**src/rtl/clk_div_gen.sv**
```systemverilog
// clk_div_gen: symbol clock and run-time selectable PCLK derived from the bit-rate clock.
// Optional PCLK gating input Pclk_Gate_En is present when CLK_DIV_GATE_EN is defined.
//
// state  | meaning
// RUN    | PCLK stable at Active_Ratio, Pclk_Valid high
// PEND   | new ratio requested, waiting for the next PCLK period boundary
// SETTLE | ratio applied, counting SETTLE_PERIODS boundaries before Pclk_Valid
module clk_div_gen #(
    parameter int CNT_W          = 8,
    parameter int SYM_RATIO      = 10,
    parameter int SETTLE_PERIODS = 2
) (
    input  logic             Ref_Clk,
    input  logic             Rst,
    input  logic [5:0]       DataBusWidth,
`ifdef CLK_DIV_GATE_EN
    input  logic             Pclk_Gate_En,
`endif
    output logic             Bit_Rate_CLK_10,
    output logic             PCLK,
    output logic [CNT_W-1:0] Active_Ratio,
    output logic             Pclk_Valid,
    output logic             Ratio_Switch
);
    localparam int ST_W = (SETTLE_PERIODS > 1) ? $clog2(SETTLE_PERIODS) : 1;

    localparam logic [CNT_W-1:0] ONE         = CNT_W'(1);
    localparam logic [CNT_W-1:0] SYM_X1      = CNT_W'(SYM_RATIO);
    localparam logic [CNT_W-1:0] SYM_X2      = CNT_W'(2 * SYM_RATIO);
    localparam logic [CNT_W-1:0] SYM_X4      = CNT_W'(4 * SYM_RATIO);
    localparam logic [CNT_W-1:0] SYM_LAST    = CNT_W'(SYM_RATIO - 1);
    localparam logic [CNT_W-1:0] SYM_HALF    = CNT_W'(SYM_RATIO / 2);
    localparam logic [ST_W-1:0]  SETTLE_LAST = ST_W'(SETTLE_PERIODS - 1);

    typedef enum logic [1:0] {
        RUN    = 2'd0,
        PEND   = 2'd1,
        SETTLE = 2'd2
    } state_t;

    state_t           r_state, w_state_nxt;
    logic [CNT_W-1:0] r_sym_cnt, r_pclk_cnt, r_active;
    logic [CNT_W-1:0] w_target, w_active_nxt, w_sym_cnt_nxt, w_pclk_cnt_nxt;
    logic [ST_W-1:0]  r_settle, w_settle_nxt;
    logic             r_sym_clk, r_pclk, r_valid, r_switch, r_first;
    logic             w_valid_nxt, w_switch_nxt, w_pclk_wrap, w_boundary, w_gated_nxt;

    always_comb begin
        case (DataBusWidth)
            6'd8:    w_target = SYM_X1;
            6'd16:   w_target = SYM_X2;
            6'd32:   w_target = SYM_X4;
            default: w_target = SYM_X1;
        endcase
    end

    // The wrap on the first edge after reset starts the first period; it is not a boundary.
    assign w_pclk_wrap    = (r_pclk_cnt == (r_active - ONE));
    assign w_boundary     = w_pclk_wrap & ~r_first;
    assign w_sym_cnt_nxt  = (r_sym_cnt == SYM_LAST) ? '0 : r_sym_cnt + ONE;
    assign w_pclk_cnt_nxt = w_pclk_wrap ? '0 : r_pclk_cnt + ONE;

`ifdef CLK_DIV_GATE_EN
    logic r_gated;
    assign w_gated_nxt = w_pclk_wrap ? ~Pclk_Gate_En : r_gated;

    always_ff @(posedge Ref_Clk) begin
        if (!Rst) r_gated <= 1'b0;
        else      r_gated <= w_gated_nxt;
    end
`else
    assign w_gated_nxt = 1'b0;
`endif

    always_comb begin
        w_state_nxt  = r_state;
        w_settle_nxt = r_settle;
        w_active_nxt = r_active;
        w_valid_nxt  = r_valid;
        w_switch_nxt = 1'b0;
        case (r_state)
            RUN: begin
                w_valid_nxt = 1'b1;
                if (w_target != r_active) begin
                    w_state_nxt = PEND;
                    w_valid_nxt = 1'b0;
                end
            end
            PEND: begin
                w_valid_nxt = 1'b0;
                if (w_target == r_active) begin
                    w_state_nxt = RUN;
                    w_valid_nxt = 1'b1;
                end else if (w_boundary) begin
                    w_active_nxt = w_target;
                    w_switch_nxt = 1'b1;
                    w_state_nxt  = SETTLE;
                    w_settle_nxt = '0;
                end
            end
            SETTLE: begin
                w_valid_nxt = 1'b0;
                if (w_target != r_active) begin
                    w_state_nxt = PEND;
                end else if (w_boundary) begin
                    if (r_settle == SETTLE_LAST) begin
                        w_state_nxt  = RUN;
                        w_valid_nxt  = 1'b1;
                        w_settle_nxt = '0;
                    end else begin
                        w_settle_nxt = r_settle + ST_W'(1);
                    end
                end
            end
            default: begin
                w_state_nxt  = SETTLE;
                w_settle_nxt = '0;
                w_valid_nxt  = 1'b0;
            end
        endcase
    end

    always_ff @(posedge Ref_Clk) begin
        if (!Rst) begin
            r_sym_cnt  <= SYM_LAST;
            r_pclk_cnt <= w_target - ONE;
            r_active   <= w_target;
            r_sym_clk  <= 1'b0;
            r_pclk     <= 1'b0;
            r_valid    <= 1'b0;
            r_switch   <= 1'b0;
            r_state    <= SETTLE;
            r_settle   <= '0;
            r_first    <= 1'b1;
        end else begin
            r_sym_cnt  <= w_sym_cnt_nxt;
            r_pclk_cnt <= w_pclk_cnt_nxt;
            r_active   <= w_active_nxt;
            r_sym_clk  <= (w_sym_cnt_nxt < SYM_HALF);
            r_pclk     <= ~w_gated_nxt & (w_pclk_cnt_nxt < (w_active_nxt >> 1));
            r_valid    <= w_valid_nxt;
            r_switch   <= w_switch_nxt;
            r_state    <= w_state_nxt;
            r_settle   <= w_settle_nxt;
            r_first    <= 1'b0;
        end
    end

    assign Bit_Rate_CLK_10 = r_sym_clk;
    assign PCLK            = r_pclk;
    assign Active_Ratio    = r_active;
    assign Pclk_Valid      = r_valid;
    assign Ratio_Switch    = r_switch;

endmodule
```
**config.mk**
```make
export PLATFORM = sky130hd
export DESIGN_NAME = clk_div_gen
export DESIGN_NICKNAME = d
export VERILOG_FILES = /design/src/rtl/clk_div_gen.sv
export SDC_FILE = /design/constraint.sdc
export NUM_CORES = 1
export LEC_CHECK = 0
export BUFFER_PORTS_ARGS = -buffer_cell sky130_fd_sc_hd__buf_2
export CELL_PAD_IN_SITES_DETAIL_PLACEMENT = 0
export CELL_PAD_IN_SITES_GLOBAL_PLACEMENT = 2
export CORE_MARGIN = 2
export CORE_UTILIZATION = 37
export DETAILED_ROUTE_END_ITERATION = 8
export PLACE_DENSITY = 0.91
export SETUP_SLACK_MARGIN = 0.3
export SLEW_MARGIN = 20
export SYNTH_ARGS = -nofsm -noshare
export SYNTH_HDL_FRONTEND = slang
export SYNTH_SLANG_ARGS = --single-unit
```
**constraint.sdc**
```tcl
create_clock -name Ref_Clk -period 4.95 [get_ports Ref_Clk]
set_input_delay 0.99 -clock Ref_Clk [delete_from_list [all_inputs] [get_ports Ref_Clk]]
set_output_delay 0.99 -clock Ref_Clk [all_outputs]
set_load 0.03 [all_outputs]
```
==> impl_metrics.env <==
export IMPL_antenna_found_initial=0
export IMPL_dieWidth_um=77.90
export IMPL_reg2reg_depth=12
export IMPL_finalHoldViolCount=0
export IMPL_core_um2=5205
export IMPL_synthMuxAreaShare=0.07368
export IMPL_syn_to_final_growth_pct=12.63
export IMPL_worstMarginPinSlew_ns=0.6145
export IMPL_dp_hpwl_mm=3.097
export IMPL_drive_gt1_frac=0.2043
export IMPL_slew_violations=0
export IMPL_slew_headroom=0.5865
export IMPL_critical_path_class="primary input to flip-flop"
export IMPL_syn_area_per_cell_um2=9.269
export IMPL_place_congestion=0.7889
export IMPL_drc=0
export IMPL_rrSetupSlack_ns=1.26
export IMPL_worst_slack_ns=0.6929
export IMPL_yosys_area_share_simple=0.2409
export IMPL_yosys_area_top_type="dfxtp_1"
export IMPL_status="finished clean"
export IMPL_rsz0062_at_grt="no"
export IMPL_grt_usage=0.1522
export IMPL_drtAntennaViolNets=0
export IMPL_rows=26
export IMPL_insertion_delay_ns=0.28
export IMPL_synthFlopType="dfxtp_1"
export IMPL_yosys_warnings=0
export IMPL_routed_wl_mm=4.150
export IMPL_port_buffers=18
export IMPL_leakage_nw=0.9840
export IMPL_ys_types=51
export IMPL_synth_edff_count=0
export IMPL_synth_compound_area_share=0.1325
export IMPL_dr_pass1_iters=4
export IMPL_worstPathCellList="buf_2, nor4_1, and2_1, inv_1, ha_1, nor4b_4, nand3_1, a2111oi_4, buf_4, o21bai_1, nand2_1, ha_1, a21o_1, a211o_1, a211o_1, a31oi_1"
export IMPL_cts_root_buf="clkbuf_8"
export IMPL_fillers=524
export IMPL_io_pins=20
export IMPL_dp_cells=296
export IMPL_numCtsBuffers=5
export IMPL_r2r_end="PCLK"
export IMPL_slowest_delay_ns=0.43
export IMPL_tritoncts="yes"
export IMPL_htreeDepth=2
export IMPL_postSynth_asyncResetShare=0
export IMPL_final_cells=305
export IMPL_fin_crit_sh=0.8600
export IMPL_cp_required_ns=5.16
export IMPL_via_per_inst=5.164
export IMPL_ir_drop_uv=130.3
export IMPL_setup_viol=0
export IMPL_crit_arrival_ns=4.47
export IMPL_die_h_um=77.90
export IMPL_die_area_um2=6068
export IMPL_critPathMaxFanout=10
export IMPL_hold_path_depth=1
export IMPL_diodes=0
export IMPL_hold_path_class="flip-flop to flip-flop"
export IMPL_wl_per_cell_um=13.61
export IMPL_nNetsFinal=256
export IMPL_worstReg2RegStart="Active_Ratio[3]"
export IMPL_tns_ns=0
export IMPL_synth_xor_area_frac=0.1040
export IMPL_pre_cts_ws_ns=0.3205
export IMPL_via_count=1575
export IMPL_worstHoldEndpoint="r_pclk_cnt[0]"
export IMPL_maxCapViolCount=0
export IMPL_endpoint_kind="flip-flop"
export IMPL_cp_slowest_cell="a2111oi_4"
export IMPL_start_util=0.3882
export IMPL_postCtsResizedCells=0
export IMPL_yosysSeqAreaShare=0.3071
export IMPL_overflow=0
export IMPL_yosysTopAreaCellShare=0.3071
export IMPL_min_from="r_pclk_cnt[0]"
export IMPL_fin_skew_ns=0.002166
export IMPL_synth_area_um2=2021
export IMPL_synthAdderAreaFrac=0.08669
export IMPL_grt_first_pass_wirelength_mm=7.307
export IMPL_drtIter0Drc=56
export IMPL_power_density_nw_per_um2=324.7
export IMPL_final_min_clock_period_ns=4.257
export IMPL_grt_pass1_vias=1583
export IMPL_p_total_uw=738.9
export IMPL_ys_ff_latch=31
export IMPL_fmax_mhz=234.9
export IMPL_synth_fp_nets=240
export IMPL_clockBufferDepth=2
export IMPL_syn_inst=218
export IMPL_clock_sinks=31
export IMPL_start_kind="primary input"
export IMPL_grt_max_degree=20
export IMPL_synth_area_leaders="dfxtp_1 31%, ha_1 8.7%, xnor2_1 6.5%"
export IMPL_clkTransAtPathRegs_ns=0.06
export IMPL_synth_top_family_by_area="simple AND/OR/NAND/NOR gates"
logic make-up (layout without fill, tap and decap cells):
logic type      count (synthesis)  count (layout)
compound gates                 30              30
flops                          31              31
mux                            14              14
buf+inv                        24              41
other cells                     1               1
simple gates                   80              80
fa+ha+maj                      14              14
xor+xnor                       24              24
per-stage QoR:
stage | utilization | area [um^2] | hold slack (ns)
finish | 0.4373 | 2276 | 0.4824
global route | 0.4373 | 2276 | 0.5314
CTS | 0.4358 | 2268 | 0.4881
detailed placement | 0.4132 | 2151 | 0.4714
global placement | 0.4132 | 2151 | 0.4737
floorplan | - | 2021 | 0.4165
timing repair:
item / 4_1_cts / 5_1_grt
endpoints found under the hold margin: 0 / 0
setup endpoints to repair: 0 / 1
buffers inserted: 0 / 1
hold buffers: 0 / 0
how the worst max path moves through the flow:
stage | start | endpoint | depth (start not counted)
floorplan | DataBusWidth[1] | PCLK | 16
global placement | DataBusWidth[1] | PCLK | 16
detailed placement | DataBusWidth[1] | PCLK | 16
CTS | DataBusWidth[1] | PCLK | 16
global route | DataBusWidth[1] | PCLK | 16
finish | DataBusWidth[1] | PCLK | 16
per-layer routing:
metal,vias to the layer above,GRT usage,wire [um]
met5,-,0,0
met4,0,0.07193,90
met3,7,0.03372,112
met2,19,0.2388,1920
met1,748,0.1977,2025
li1,801,-,-
sequential cells by signal, summed over array words and instances, names as in the netlist:
register	cells
Active_Ratio	7
Bit_Rate_CLK_10	1
PCLK	1
Pclk_Valid	1
Ratio_Switch	1
r_first	1
r_pclk_cnt	8
r_settle	1
r_state	2
r_sym_cnt	8
synth_stat cells, types with 3 or more instances:
| cell type | count |
|---|---|
| nand3_1 | 11 |
| ha_1 | 14 |
| mux2_2 | 7 |
| a21o_1 | 3 |
| nor4b_1 | 3 |
| xor2_1 | 9 |
| mux2i_1 | 7 |
| inv_1 | 12 |
| a211o_1 | 3 |
| xnor2_1 | 15 |
| nor4_1 | 4 |
| and3_1 | 7 |
| and2_1 | 6 |
| nand2_1 | 10 |
| clkbuf_1 | 7 |
| nand2b_1 | 4 |
| nor2_1 | 15 |
| dfxtp_1 | 31 |
| a21oi_1 | 4 |
| or3_1 | 5 |
| o21ai_0 | 4 |
| nor3_1 | 3 |
layout make-up:
type,count,area [um^2],area share
multi-input combinational,163,1292,0.5679
sequential,31,620.6,0.2727
inverter,12,45.04,0.01979
tap,70,87.58,0.03848
timing repair buffer,21,112.6,0.04948
clock buffer,6,82.58,0.03628
clock inverter,2,35.03,0.01539
critical path, delay by kind of cell:
kind | cells | cell delay (ns)
buf+inv | 3 | 0.45
simple gates | 5 | 1.10
fa+ha+maj | 2 | 0.54
compound gates | 6 | 1.37
placed cells by master (no fill, tap or decap), drive strengths merged, types with 5 or more instances in the layout:
| cell | count |
|---|---|
| ha | 14 |
| buf | 21 |
| nor2 | 15 |
| mux2i | 7 |
| inv | 12 |
| xnor2 | 15 |
| mux2 | 7 |
| nand2 | 10 |
| xor2 | 9 |
| or3 | 6 |
| dfxtp | 31 |
| and3 | 7 |
| nand3 | 12 |
| clkbuf | 6 |
| nor4 | 5 |
| and2 | 6 |
power by group:
part | switching (mW) | leakage [nW] | internal, mW
registers | 0.0263 | 0.254 | 0.277
clock network | 0.0957 | 0.0612 | 0.163
logic | 0.0987 | 0.669 | 0.0780
Power figures use the tool's default switching activity.
